`config.mk`:
```
export PLATFORM = sky130hd
export DESIGN_NAME = multicycle_control
export DESIGN_NICKNAME = d
export VERILOG_FILES = /design/src/rtl/multicycle_control_pkg.sv /design/src/rtl/multicycle_control_wait_timer.sv /design/src/rtl/multicycle_control.sv
export SDC_FILE = /design/constraint.sdc
export NUM_CORES = 1
export LEC_CHECK = 0
export CAP_MARGIN = 20
export CORE_ASPECT_RATIO = 1.75
export CORE_MARGIN = 4
export CORE_UTILIZATION = 45
export DETAILED_ROUTE_END_ITERATION = 12
export PLACE_DENSITY = 0.78
export SYNTH_ARGS = -nofsm -noshare
export SYNTH_HDL_FRONTEND = slang
export SYNTH_SLANG_ARGS = --single-unit
```
`constraint.sdc`:
```
create_clock -name clk -period 2.5 [get_ports clk]
set_input_delay 0.5 -clock clk [delete_from_list [all_inputs] [get_ports clk]]
set_output_delay 0.5 -clock clk [all_outputs]
set_load 0.02 [all_outputs]
```
`src/rtl/multicycle_control_pkg.sv`:
```
// Purpose: shared encodings for the multi-cycle RV32I control path (states, opcodes, selects).
// Latency: n/a (types, constants and pure functions only).
// Backpressure: n/a.
package multicycle_control_pkg;

  typedef enum logic [3:0] {
    ST_FETCH,
    ST_DECODE,
    ST_EXEC_R,
    ST_EXEC_I,
    ST_ADDR,
    ST_MEM_RD,
    ST_MEM_WR,
    ST_WB_ALU,
    ST_WB_MEM,
    ST_BRANCH,
    ST_JAL,
    ST_JALR,
    ST_LUI,
    ST_AUIPC
  } state_t;

  // RV32I major opcodes (IR[6:0])
  localparam logic [6:0] OP_R      = 7'b0110011;
  localparam logic [6:0] OP_I      = 7'b0010011;
  localparam logic [6:0] OP_LOAD   = 7'b0000011;
  localparam logic [6:0] OP_STORE  = 7'b0100011;
  localparam logic [6:0] OP_BRANCH = 7'b1100011;
  localparam logic [6:0] OP_JAL    = 7'b1101111;
  localparam logic [6:0] OP_JALR   = 7'b1100111;
  localparam logic [6:0] OP_LUI    = 7'b0110111;
  localparam logic [6:0] OP_AUIPC  = 7'b0010111;

  localparam logic [1:0] ALU_SRC_A_PC    = 2'b00;
  localparam logic [1:0] ALU_SRC_A_OLDPC = 2'b01;
  localparam logic [1:0] ALU_SRC_A_RS1   = 2'b10;

  localparam logic [1:0] ALU_SRC_B_RS2  = 2'b00;
  localparam logic [1:0] ALU_SRC_B_FOUR = 2'b01;
  localparam logic [1:0] ALU_SRC_B_IMM  = 2'b10;

  localparam logic [1:0] ALUOP_ADD   = 2'b00;
  localparam logic [1:0] ALUOP_SUB   = 2'b01;
  localparam logic [1:0] ALUOP_RTYPE = 2'b10;
  localparam logic [1:0] ALUOP_ITYPE = 2'b11;

  localparam logic [1:0] MEM_TO_REG_ALU = 2'b00;
  localparam logic [1:0] MEM_TO_REG_MDR = 2'b01;
  localparam logic [1:0] MEM_TO_REG_PC  = 2'b10;
  localparam logic [1:0] MEM_TO_REG_IMM = 2'b11;

  // DECODE successor; ST_FETCH doubles as the "unknown opcode" answer.
  function automatic state_t decode_next(input logic [6:0] opcode);
    case (opcode)
      OP_R:      return ST_EXEC_R;
      OP_I:      return ST_EXEC_I;
      OP_LOAD:   return ST_ADDR;
      OP_STORE:  return ST_ADDR;
      OP_BRANCH: return ST_BRANCH;
      OP_JAL:    return ST_JAL;
      OP_JALR:   return ST_JALR;
      OP_LUI:    return ST_LUI;
      OP_AUIPC:  return ST_AUIPC;
      default:   return ST_FETCH;
    endcase
  endfunction

endpackage

```
`src/rtl/multicycle_control_wait_timer.sv`:
```
// Purpose: counts cycles spent waiting on memory; flags when the wait budget is used up.
// Latency: timeout is combinational from the count register; count updates on the next edge.
// Backpressure: none; clear has priority over enable.
// Ports: clk, reset (async, active-high), clear, en -> timeout.
module mc_wait_timer #(
  parameter int MEM_TIMEOUT = 255,
  parameter int CNT_W       = 8
) (
  input  logic clk,
  input  logic reset,
  input  logic clear,
  input  logic en,
  output logic timeout
);

  logic [CNT_W-1:0] wait_cnt;

  always_ff @(posedge clk or posedge reset) begin
    if (reset) begin
      wait_cnt <= '0;
    end else if (clear) begin
      wait_cnt <= '0;
    end else if (en) begin
      wait_cnt <= wait_cnt + CNT_W'(1);
    end
  end

  assign timeout = (wait_cnt == CNT_W'(MEM_TIMEOUT));

endmodule

```
`src/rtl/multicycle_control.sv`:
```
// Purpose: main control FSM of the multi-cycle RV32I core, one state per cycle.
// Latency: outputs decoded combinationally from the current state (mem_ready/opcode qualify a few).
// Backpressure: FETCH/MEM_RD/MEM_WR hold their request until mem_ready or a wait timeout.
// Ports: clk, reset, opcode, branch_taken, mem_ready -> memory request, mux selects,
//        write enables, alu_op, illegal_instr / mem_fault / instr_retired pulses.
module multicycle_control
  import multicycle_control_pkg::*;
#(
  parameter int MEM_TIMEOUT = 255,
  parameter int CNT_W       = 8
) (
  input  logic       clk,
  input  logic       reset,
  input  logic [6:0] opcode,
  input  logic       branch_taken,
  input  logic       mem_ready,
  output logic       mem_read,
  output logic       mem_write,
  output logic       iord,
  output logic       ir_write,
  output logic       pc_write,
  output logic       pc_write_cond,
  output logic       pc_src,
  output logic [1:0] alu_src_a,
  output logic [1:0] alu_src_b,
  output logic [1:0] alu_op,
  output logic       reg_write,
  output logic [1:0] mem_to_reg,
  output logic       illegal_instr,
  output logic       mem_fault,
  output logic       instr_retired
);

  state_t state, state_nxt;
  logic   in_mem, tmo, fault;

  // branch_taken is consumed by the datapath through pc_write_cond, not by sequencing.
  logic unused_ok;
  assign unused_ok = branch_taken;

  assign in_mem = (state == ST_FETCH) || (state == ST_MEM_RD) || (state == ST_MEM_WR);
  assign fault  = in_mem && tmo && !mem_ready;

  // Clearing on any state change or on a fault makes a FETCH->FETCH retry start a fresh budget.
  mc_wait_timer #(.MEM_TIMEOUT(MEM_TIMEOUT), .CNT_W(CNT_W)) u_timer (
    .clk     (clk),
    .reset   (reset),
    .clear   ((state_nxt != state) || fault),
    .en      (in_mem && !mem_ready),
    .timeout (tmo)
  );

  always_comb begin
    state_nxt = state;
    case (state)
      ST_FETCH:  if (mem_ready) state_nxt = ST_DECODE;
      ST_DECODE: state_nxt = decode_next(opcode);
      ST_EXEC_R, ST_EXEC_I, ST_AUIPC: state_nxt = ST_WB_ALU;
      ST_ADDR:   state_nxt = (opcode == OP_STORE) ? ST_MEM_WR : ST_MEM_RD;
      ST_MEM_RD: if (mem_ready) state_nxt = ST_WB_MEM;
                 else if (fault) state_nxt = ST_FETCH;
      ST_MEM_WR: if (mem_ready || fault) state_nxt = ST_FETCH;
      default:   state_nxt = ST_FETCH;
    endcase
  end

  always_ff @(posedge clk or posedge reset) begin
    if (reset) state <= ST_FETCH;
    else       state <= state_nxt;
  end

  // Reset forces everything low so an in-flight request drops asynchronously.
  always_comb begin
    mem_read      = 1'b0;
    mem_write     = 1'b0;
    iord          = 1'b0;
    ir_write      = 1'b0;
    pc_write      = 1'b0;
    pc_write_cond = 1'b0;
    pc_src        = 1'b0;
    alu_src_a     = ALU_SRC_A_PC;
    alu_src_b     = ALU_SRC_B_RS2;
    alu_op        = ALUOP_ADD;
    reg_write     = 1'b0;
    mem_to_reg    = MEM_TO_REG_ALU;
    illegal_instr = 1'b0;
    mem_fault     = 1'b0;
    instr_retired = 1'b0;
    if (!reset) begin
      mem_fault = fault;
      case (state)
        ST_FETCH: begin
          mem_read  = 1'b1;
          alu_src_b = ALU_SRC_B_FOUR;
          ir_write  = mem_ready;
          pc_write  = mem_ready;
        end
        ST_DECODE: begin
          alu_src_a     = ALU_SRC_A_OLDPC;
          alu_src_b     = ALU_SRC_B_IMM;
          illegal_instr = (decode_next(opcode) == ST_FETCH);
        end
        ST_EXEC_R: begin
          alu_src_a = ALU_SRC_A_RS1;
          alu_op    = ALUOP_RTYPE;
        end
        ST_EXEC_I: begin
          alu_src_a = ALU_SRC_A_RS1;
          alu_src_b = ALU_SRC_B_IMM;
          alu_op    = ALUOP_ITYPE;
        end
        ST_AUIPC: begin
          alu_src_a = ALU_SRC_A_OLDPC;
          alu_src_b = ALU_SRC_B_IMM;
        end
        ST_ADDR, ST_JALR: begin
          alu_src_a = ALU_SRC_A_RS1;
          alu_src_b = ALU_SRC_B_IMM;
          if (state == ST_JALR) begin
            reg_write     = 1'b1;
            mem_to_reg    = MEM_TO_REG_PC;
            pc_write      = 1'b1;
            instr_retired = 1'b1;
          end
        end
        ST_MEM_RD: begin
          mem_read = 1'b1;
          iord     = 1'b1;
        end
        ST_MEM_WR: begin
          mem_write     = 1'b1;
          iord          = 1'b1;
          instr_retired = mem_ready;
        end
        ST_WB_ALU: begin
          reg_write     = 1'b1;
          instr_retired = 1'b1;
        end
        ST_WB_MEM: begin
          reg_write     = 1'b1;
          mem_to_reg    = MEM_TO_REG_MDR;
          instr_retired = 1'b1;
        end
        ST_BRANCH: begin
          alu_src_a     = ALU_SRC_A_RS1;
          alu_op        = ALUOP_SUB;
          pc_write_cond = 1'b1;
          pc_src        = 1'b1;
          instr_retired = 1'b1;
        end
        ST_JAL: begin
          reg_write     = 1'b1;
          mem_to_reg    = MEM_TO_REG_PC;
          pc_write      = 1'b1;
          pc_src        = 1'b1;
          instr_retired = 1'b1;
        end
        ST_LUI: begin
          reg_write     = 1'b1;
          mem_to_reg    = MEM_TO_REG_IMM;
          instr_retired = 1'b1;
        end
        default: ;
      endcase
    end
  end

endmodule

```
==> load_flow_metrics.sql, run 1 <==
INSERT INTO impl_metrics (metric_group, metric, value, unit) VALUES
('timing', 'fin_crit', '2.45', 'ns'),
('layout', 'area_growth', '52.3', '%'),
('power', 'power.leakage', '0.982', 'nW'),
('timing', 'final_max_slew_viol_count', '0', ''),
('layout', 'layout_commonest_cell', 'sky130_fd_sc_hd__buf_4', ''),
('critical_path', 'worst_reg2reg_path_depth', '7', ''),
('floorplanning', 'core-area', '2750', 'sq um'),
('logic_synthesis', 'ys_warn_count', '0', ''),
('placed_design', 'place_congestion', '0.939', ''),
('placed_design', 'post-place-cells', '252', ''),
('timing', 'worst_slew_margin_rel', '63.8', '%'),
('critical_path', 'r2r-end', 'u_timer.wait_cnt[5]$_DFFE_PP0P_', ''),
('critical_path', 'worst-setup-path-type', 'reg -> out', ''),
('grt', 'globalRouteOverflowTotal', '0', ''),
('floorplanning', 'initial_utilization', '47.6', '%'),
('grt', 'antenna_found_initial', '0', ''),
('critical_path', 'reg2reg_setup_slack', '0.16', 'ns'),
('grt', 'met1_usage', '23.4', '%'),
('critical_path', 'crit_family', 'buffers and inverters', ''),
('logic_synthesis', 'yosys_register_bits', '12', ''),
('routing', 'num_vias', '1632', ''),
('outcome', 'outcome', 'finished clean', ''),
('critical_path', 'critical_path_arrival', '1.95', 'ns'),
('critical_path', 'crit_path_end_kind', 'output pin', ''),
('clock_network', 'numCtsBuffers', '3', ''),
('clock_network', 'worstSkewPairLatency', '0.24', 'ns'),
('floorplanning', 'fp.dieArea', '3880', 'sq um'),
('floorplanning', 'io_pins', '30', ''),
('layout', 'final_cell_mix', 'sky130_fd_sc_hd__buf_4, sky130_fd_sc_hd__nor2_1, sky130_fd_sc_hd__nand2_1', ''),
('clock_network', 'cts_buffer_depth', '2', ''),
('critical_path', 'crit_required', '2.00', 'ns'),
('grt', 'grt_pass1_wl', '7560', 'um'),
('grt', 'met2_usage', '47.3', '%'),
('grt', 'largest_net_degree_at_the_start_of_global_routing', '16', ''),
('layout', 'multiInputGateArea', '1020', 'sq um'),
('clock_network', 'cts-root-buf', 'sky130_fd_sc_hd__clkbuf_8', ''),
('routing', 'drt-total-wl', '4670', 'um'),
('placed_design', 'place_hpwl', '3630', 'um'),
('routing', 'vias_per_cell', '6.38', ''),
('logic_synthesis', 'synth_enable_flop_cells', '0', ''),
('layout', 'ff_latch_area', '303', 'sq um'),
('routing', 'drt-initial-drc-count', '74', ''),
('layout', 'layout.filler_cells', '225', ''),
('routing', 'remaining_number_of_nets_flagged_by_the_antenna_check_after_routing', '0', ''),
('critical_path', 'worst_setup_path_start_kind', 'flop', ''),
('critical_path', 'cpMaxStageDelayCell', 'sky130_fd_sc_hd__clkdlybuf4s50_1', ''),
('grt', 'met3_usage', '2.43', '%'),
('critical_path', 'timing.critical_path.from', 'state[3]$_DFF_PP0_', ''),
('routing', 'drc_errors', '0', ''),
('timing', 'timing.fmax', '408', 'MHz'),
('logic_synthesis', 'asyncSetResetFlopFracSynth', '100', '%'),
('critical_path', 'cp_num_buf_inv', '2', ''),
('logic_synthesis', 'syn_area_per_cell', '7.58', 'sq um'),
('logic_synthesis', 'synthesis.nets', '185', ''),
('logic_synthesis', 'sequential_share_of_the_synthesized_area', '22.9', '%'),
('clock_network', 'cts_sinks', '12', ''),
('grt', 'layer_with_the_highest_usage', 'met2', ''),
('power', 'cellPowerDensity', '836', 'nW/um^2'),
('floorplanning', 'rows', '25', ''),
('layout', 'antennaDiodeCount', '0', ''),
('logic_synthesis', 'synth_flop_cell', 'sky130_fd_sc_hd__dfrtp_1', ''),
('floorplanning', 'fp.dieW', '48.8', 'um'),
('critical_path', 'endpoint', 'iord', ''),
('critical_path', 'worst-path-max-fanout', '12', ''),
('timing', 'hold-worst-slack', '0.610', 'ns'),
('clock_network', 'cts.htree.levels', '1', ''),
('timing', 'timing_worst_slew_pin_value', '0.543', 'ns'),
('grt', 'vias_in_the_first_global_route', '1704', ''),
('timing', 'clock_skew', '0.00402', 'ns'),
('power', 'ir_worst_vdd', '0.540', 'mV'),
('timing', 'final.period_utilization', '98.0', '%');
[cells in the mapped netlist, types with 2 or more instances]
master / number / area share [%]
sky130_fd_sc_hd__buf_1: 3 / 0.86
sky130_fd_sc_hd__or3_1: 3 / 1.4
sky130_fd_sc_hd__nor2b_1: 3 / 1.4
sky130_fd_sc_hd__a21oi_1: 8 / 3.1
sky130_fd_sc_hd__nor4b_1: 2 / 1.3
sky130_fd_sc_hd__nor2_1: 19 / 5.4
sky130_fd_sc_hd__nand2_1: 13 / 3.7
sky130_fd_sc_hd__nor4_1: 12 / 5.7
sky130_fd_sc_hd__or4_1: 2 / 1.1
sky130_fd_sc_hd__o31a_1: 2 / 1.3
sky130_fd_sc_hd__clkbuf_1: 5 / 1.4
sky130_fd_sc_hd__nand4b_1: 2 / 1.3
sky130_fd_sc_hd__nor3_1: 10 / 3.8
sky130_fd_sc_hd__and3_1: 4 / 1.9
sky130_fd_sc_hd__nand3b_1: 3 / 1.7
sky130_fd_sc_hd__o21ai_0: 6 / 2.3
sky130_fd_sc_hd__nand3_1: 6 / 2.3
sky130_fd_sc_hd__nand2b_1: 6 / 2.9
sky130_fd_sc_hd__dfrtp_1: 12 / 23
sky130_fd_sc_hd__inv_1: 6 / 1.7
sky130_fd_sc_hd__xnor2_1: 6 / 4.0
sky130_fd_sc_hd__or4b_1: 3 / 2.3
sky130_fd_sc_hd__nand4_1: 2 / 0.95
sky130_fd_sc_hd__xor2_1: 4 / 2.7
sky130_fd_sc_hd__a21o_1: 4 / 2.3
sky130_fd_sc_hd__nand4bb_1: 2 / 1.7
[state kept, by name, summed over array words and instances, names as in the netlist]
signal            cells
state                 4
u_timer.wait_cnt      8
[worst reg2reg max path, delay by kind of cell, from the launching register on]
| kind | cells | cell delay, ns |
|---|---|---|
| buf+inv | 2 | 0.35 |
| flops | 1 | 0.42 |
| simple gates | 3 | 0.91 |
| compound gates | 2 | 0.56 |
[worst min-delay path by stage]
stage	cells past startpoint	end	slack [ns]	startpoint
after floorplan	1	state[0]$_DFF_PP0_	0.40	reset
after global placement	2	u_timer.wait_cnt[5]$_DFFE_PP0P_	0.56	u_timer.wait_cnt[5]$_DFFE_PP0P_
after detailed placement	2	u_timer.wait_cnt[5]$_DFFE_PP0P_	0.57	u_timer.wait_cnt[5]$_DFFE_PP0P_
after CTS	2	u_timer.wait_cnt[5]$_DFFE_PP0P_	0.58	u_timer.wait_cnt[5]$_DFFE_PP0P_
after global routing	1	state[3]$_DFF_PP0_	0.63	state[3]$_DFF_PP0_
final	1	state[3]$_DFF_PP0_	0.61	state[3]$_DFF_PP0_
[layout make-up]
type                            instances  share of cell area (%)
Multi-Input combinational cell        144                    50.9
Timing Repair Buffer                   64                    29.0
Sequential cell                        12                    15.2
Clock buffer                            3                    2.07
Tap cell                               27                    1.69
Inverter                                6                    1.13
[per-layer routing]
layer / share of wire, % / wire length [um] / vias up
met2: 56 / 2620 / 69
met4: 5.4 / 250 / 0
met5: 0 / 0 / -
met1: 35 / 1630 / 770
met3: 3.7 / 171 / 27
li1: - / - / 766
[metrics by stage]
step / TNS, ns / instance area [sq um] / worst slack (ns) / util, %
3_5_place_dp: -3.46 / 1830 / -0.332 / 66.6
4_1_cts: 0 / 1880 / 0.00646 / 68.5
3_3_place_gp: -2.79 / 1830 / -0.325 / 66.6
6_report: 0 / 2000 / 0.0495 / 72.5
2_1_floorplan: 0 / 1310 / 0.274 / -
5_1_grt: 0 / 2000 / 0.0101 / 72.5
[cells by family (layout without fill, tap and decap cells)]
kind of cell	Yosys count	after routing	share of synthesized area, %
flip-flops	12	12	22.9
adder cells (fa/ha/maj)	1	1	0.954
AND/OR/NAND/NOR	99	99	44.1
XOR/XNOR	10	10	6.68
buffers and inverters	17	73	5.82
AO/OA/AOI/OAI	33	33	18.8
multiplexers	1	1	0.763
[power by group]
group	switching (mW)	internal, mW	leakage [nW]	total (mW)
Clock	0.0645	0.106	0.0216	0.170
Sequential	0.0494	0.224	0.161	0.274
Combinational	0.709	0.516	0.800	1.22
Total	0.823	0.845	0.982	1.67
[what timing repair did]
item	4_1_cts	5_1_grt
gates resized for setup	22	21
setup endpoints to repair	25	16
pin swaps	2	5
hold buffers	0	0
buffers inserted	0	1
Note: power is estimated with default switching activity, not from simulation.
==> inputs of run 2 (changes only) <==
Settings changed: CORE_UTILIZATION 45 to 48, PLACE_DENSITY 0.78 to 0.82.
==> load_flow_metrics.sql, run 2 (synthesis gave the netlist of run 1 again) <==
INSERT INTO impl_metrics (metric_group, metric, value, unit) VALUES
('grt', 'met2_usage', '48.8', '%'),
('layout', 'layout_commonest_cell', 'sky130_fd_sc_hd__buf_4', ''),
('clock_network', 'worstSkewPairLatency', '0.23', 'ns'),
('grt', 'antenna_found_initial', '0', ''),
('routing', 'vias_per_cell', '6.40', ''),
('timing', 'worst_slew_margin_rel', '60.4', '%'),
('grt', 'largest_net_degree_at_the_start_of_global_routing', '19', ''),
('timing', 'rsz_0062_raised_after_global_routing', 'false', ''),
('layout', 'antennaDiodeCount', '0', ''),
('clock_network', 'cts_sinks', '12', ''),
('grt', 'grtUsageTotal', '27.4', '%'),
('critical_path', 'worst_setup_path_start_kind', 'input pin', ''),
('floorplanning', 'fp.dieW', '47.5', 'um'),
('timing', 'final_hold_viol_count', '0', ''),
('critical_path', 'critical-path-max-stage-delay', '0.46', 'ns'),
('critical_path', 'cpMaxStageDelayCell', 'sky130_fd_sc_hd__clkdlybuf4s50_1', ''),
('routing', 'remaining_number_of_nets_flagged_by_the_antenna_check_after_routing', '0', ''),
('timing', 'final.period_utilization', '98.0', '%'),
('layout', 'final-instance-count-excl-fill', '260', ''),
('hold_path', 'min-delay-path-class', 'reg -> reg', ''),
('layout', 'area_growth', '53.0', '%'),
('critical_path', 'crit_path_end_kind', 'output pin', ''),
('layout', 'final_layout_size_suffix_gt1_share', '25.2', '%'),
('timing', 'final_critical_path_setup_slack', '0.0500', 'ns'),
('power', 'ir_worst_vdd', '0.556', 'mV'),
('timing', 'clock_skew', '0.000507', 'ns'),
('clock_network', 'tritoncts_clock_tree', 'yes', ''),
('routing', 'route.detailed.wl_per_inst', '18.4', 'um'),
('timing', 'final_max_slew_viol_count', '0', ''),
('floorplanning', 'core-area', '2550', 'sq um'),
('power', 'cellPowerDensity', '848', 'nW/um^2'),
('layout', 'largest_register_ff_count', '8', ''),
('floorplanning', 'fp.dieArea', '3660', 'sq um'),
('floorplanning', 'rows', '24', ''),
('critical_path', 'critical_path_arrival', '1.95', 'ns'),
('clock_network', 'numCtsBuffers', '3', ''),
('layout', 'layout_top_registers', 'u_timer.wait_cnt: 8 flops, state: 4 flops', ''),
('power', 'fin_total_pwr', '1.70', 'mW'),
('critical_path', 'crit_required', '2.00', 'ns'),
('critical_path', 'timing.critical_path.cells', 'clkdlybuf4s50_1 > nand3b_1 > or3_1 > nor2_1 > clkdlybuf4s15_1', ''),
('grt', 'layer_with_the_highest_usage', 'met2', ''),
('clock_network', 'cts_buffer_depth', '2', ''),
('placed_design', 'place_hpwl', '3590', 'um'),
('grt', 'met1_usage', '27.5', '%'),
('layout', 'design.final.nets', '248', ''),
('layout', 'top_register', 'u_timer.wait_cnt', ''),
('clock_network', 'cts-root-buf', 'sky130_fd_sc_hd__clkbuf_8', ''),
('timing', 'timing_worst_slew_pin_value', '0.593', 'ns'),
('routing', 'drt-total-wl', '4780', 'um'),
('layout', 'final_util', '78.6', '%'),
('floorplanning', 'io_pins', '30', ''),
('timing', 'final-setup-viol-count', '0', ''),
('placed_design', 'dpl_worst_slack', '-0.371', 'ns'),
('placed_design', 'place_congestion', '0.857', ''),
('grt', 'grt_pass1_wl', '7490', 'um'),
('layout', 'final_cell_mix', 'sky130_fd_sc_hd__buf_4, sky130_fd_sc_hd__nor2_1, sky130_fd_sc_hd__nand2_1', ''),
('placed_design', 'post-place-cells', '255', ''),
('routing', 'drt_pass1_iterations', '4', ''),
('placed_design', 'buffer_ports.inserted', '28', ''),
('power', 'power.leakage', '0.946', 'nW'),
('grt', 'met3_usage', '3.04', '%'),
('grt', 'globalRouteOverflowTotal', '0', ''),
('timing', 'timing.fmax', '408', 'MHz'),
('outcome', 'outcome', 'finished clean', ''),
('grt', 'vias_in_the_first_global_route', '1681', ''),
('critical_path', 'worst-setup-path-type', 'in -> out', ''),
('clock_network', 'cts.htree.levels', '1', ''),
('floorplanning', 'vert_die_dim', '77.1', 'um'),
('timing', 'fin_crit', '2.45', 'ns'),
('floorplanning', 'initial_utilization', '51.4', '%'),
('routing', 'drc_errors', '0', ''),
('flow_run', 'drv.max_cap_violation_count', '0', ''),
('clock_network', 'path_clk_slew', '0.05', 'ns'),
('routing', 'drt-initial-drc-count', '95', ''),
('critical_path', 'worst-path-max-fanout', '3', ''),
('routing', 'num_vias', '1665', '');
## run 2: cell count changes in the layout (fill, tap and decap cells not counted), moves of 2 or more
cell / before / now
sky130_fd_sc_hd__buf_4: 34 / 37
sky130_fd_sc_hd__clkdlybuf4s50_1: 6 / 9
sky130_fd_sc_hd__dlymetal6s2s_1: 10 / 5
sky130_fd_sc_hd__nor4_1: 6 / 8
## run 2: path summary, 6_finish.rpt
kind                                                 startpoint  slack (ns)                              end  cells past startpoint
max in group asynchronous                                 reset        1.55               state[2]$_DFF_PP0_                      4
worst max register to register               state[2]$_DFF_PP0_        0.12  u_timer.wait_cnt[0]$_DFFE_PP0P_                      7
worst max-delay path                                  mem_ready        0.05                        mem_fault                      5
min in group asynchronous                                 reset        0.78  u_timer.wait_cnt[0]$_DFFE_PP0P_                      4
worst min register to register  u_timer.wait_cnt[5]$_DFFE_PP0P_        0.59  u_timer.wait_cnt[5]$_DFFE_PP0P_                      2
worst min-delay path            u_timer.wait_cnt[5]$_DFFE_PP0P_        0.59  u_timer.wait_cnt[5]$_DFFE_PP0P_                      2
## run 2: worst max-delay path: cells and delay by family
family | cells | cell delay, ns
buffers and inverters | 2 | 0.79
and+or+nand+nor | 3 | 0.67
## run 2: area by class of cell
type	instances	area (sq um)
clock buffers	3	41.3
fillers	160	547
inverters	6	22.5
multi-input cells	144	995
flip-flops and latches	12	302
well taps	26	32.5
repair buffers	69	613
## run 2: through the flow
stage | hold WS [ns] | area (sq um) | TNS [ns]
global placement | 0.559 | 1880 | -2.84
finish | 0.586 | 2010 | 0
global route | 0.620 | 2010 | 0
CTS | 0.586 | 1950 | 0
detailed placement | 0.574 | 1880 | -3.57
floorplan | 0.399 | 1310 | 0
## run 2: routing by layer
layer  part of all wire (%)  routed length, um
met1                     36               1700
met4                    3.5                165
met5                      0                  0
met2                     58               2750
met3                    3.4                162
## run 2: report_power, final
part / switching, mW / leakage, nW / internal [mW]
sequential: 0.0582 / 0.163 / 0.224
combinational: 0.700 / 0.762 / 0.552
clock: 0.0620 / 0.0216 / 0.105
total: 0.821 / 0.946 / 0.881
## run 2: repair_timing
action                     CTS  global route
pin swaps                    2             3
gates resized for setup     22            16
setup buffers                1             1
hold buffers                 0             0
hold endpoints to repair     0             0
setup endpoints to repair   23            15
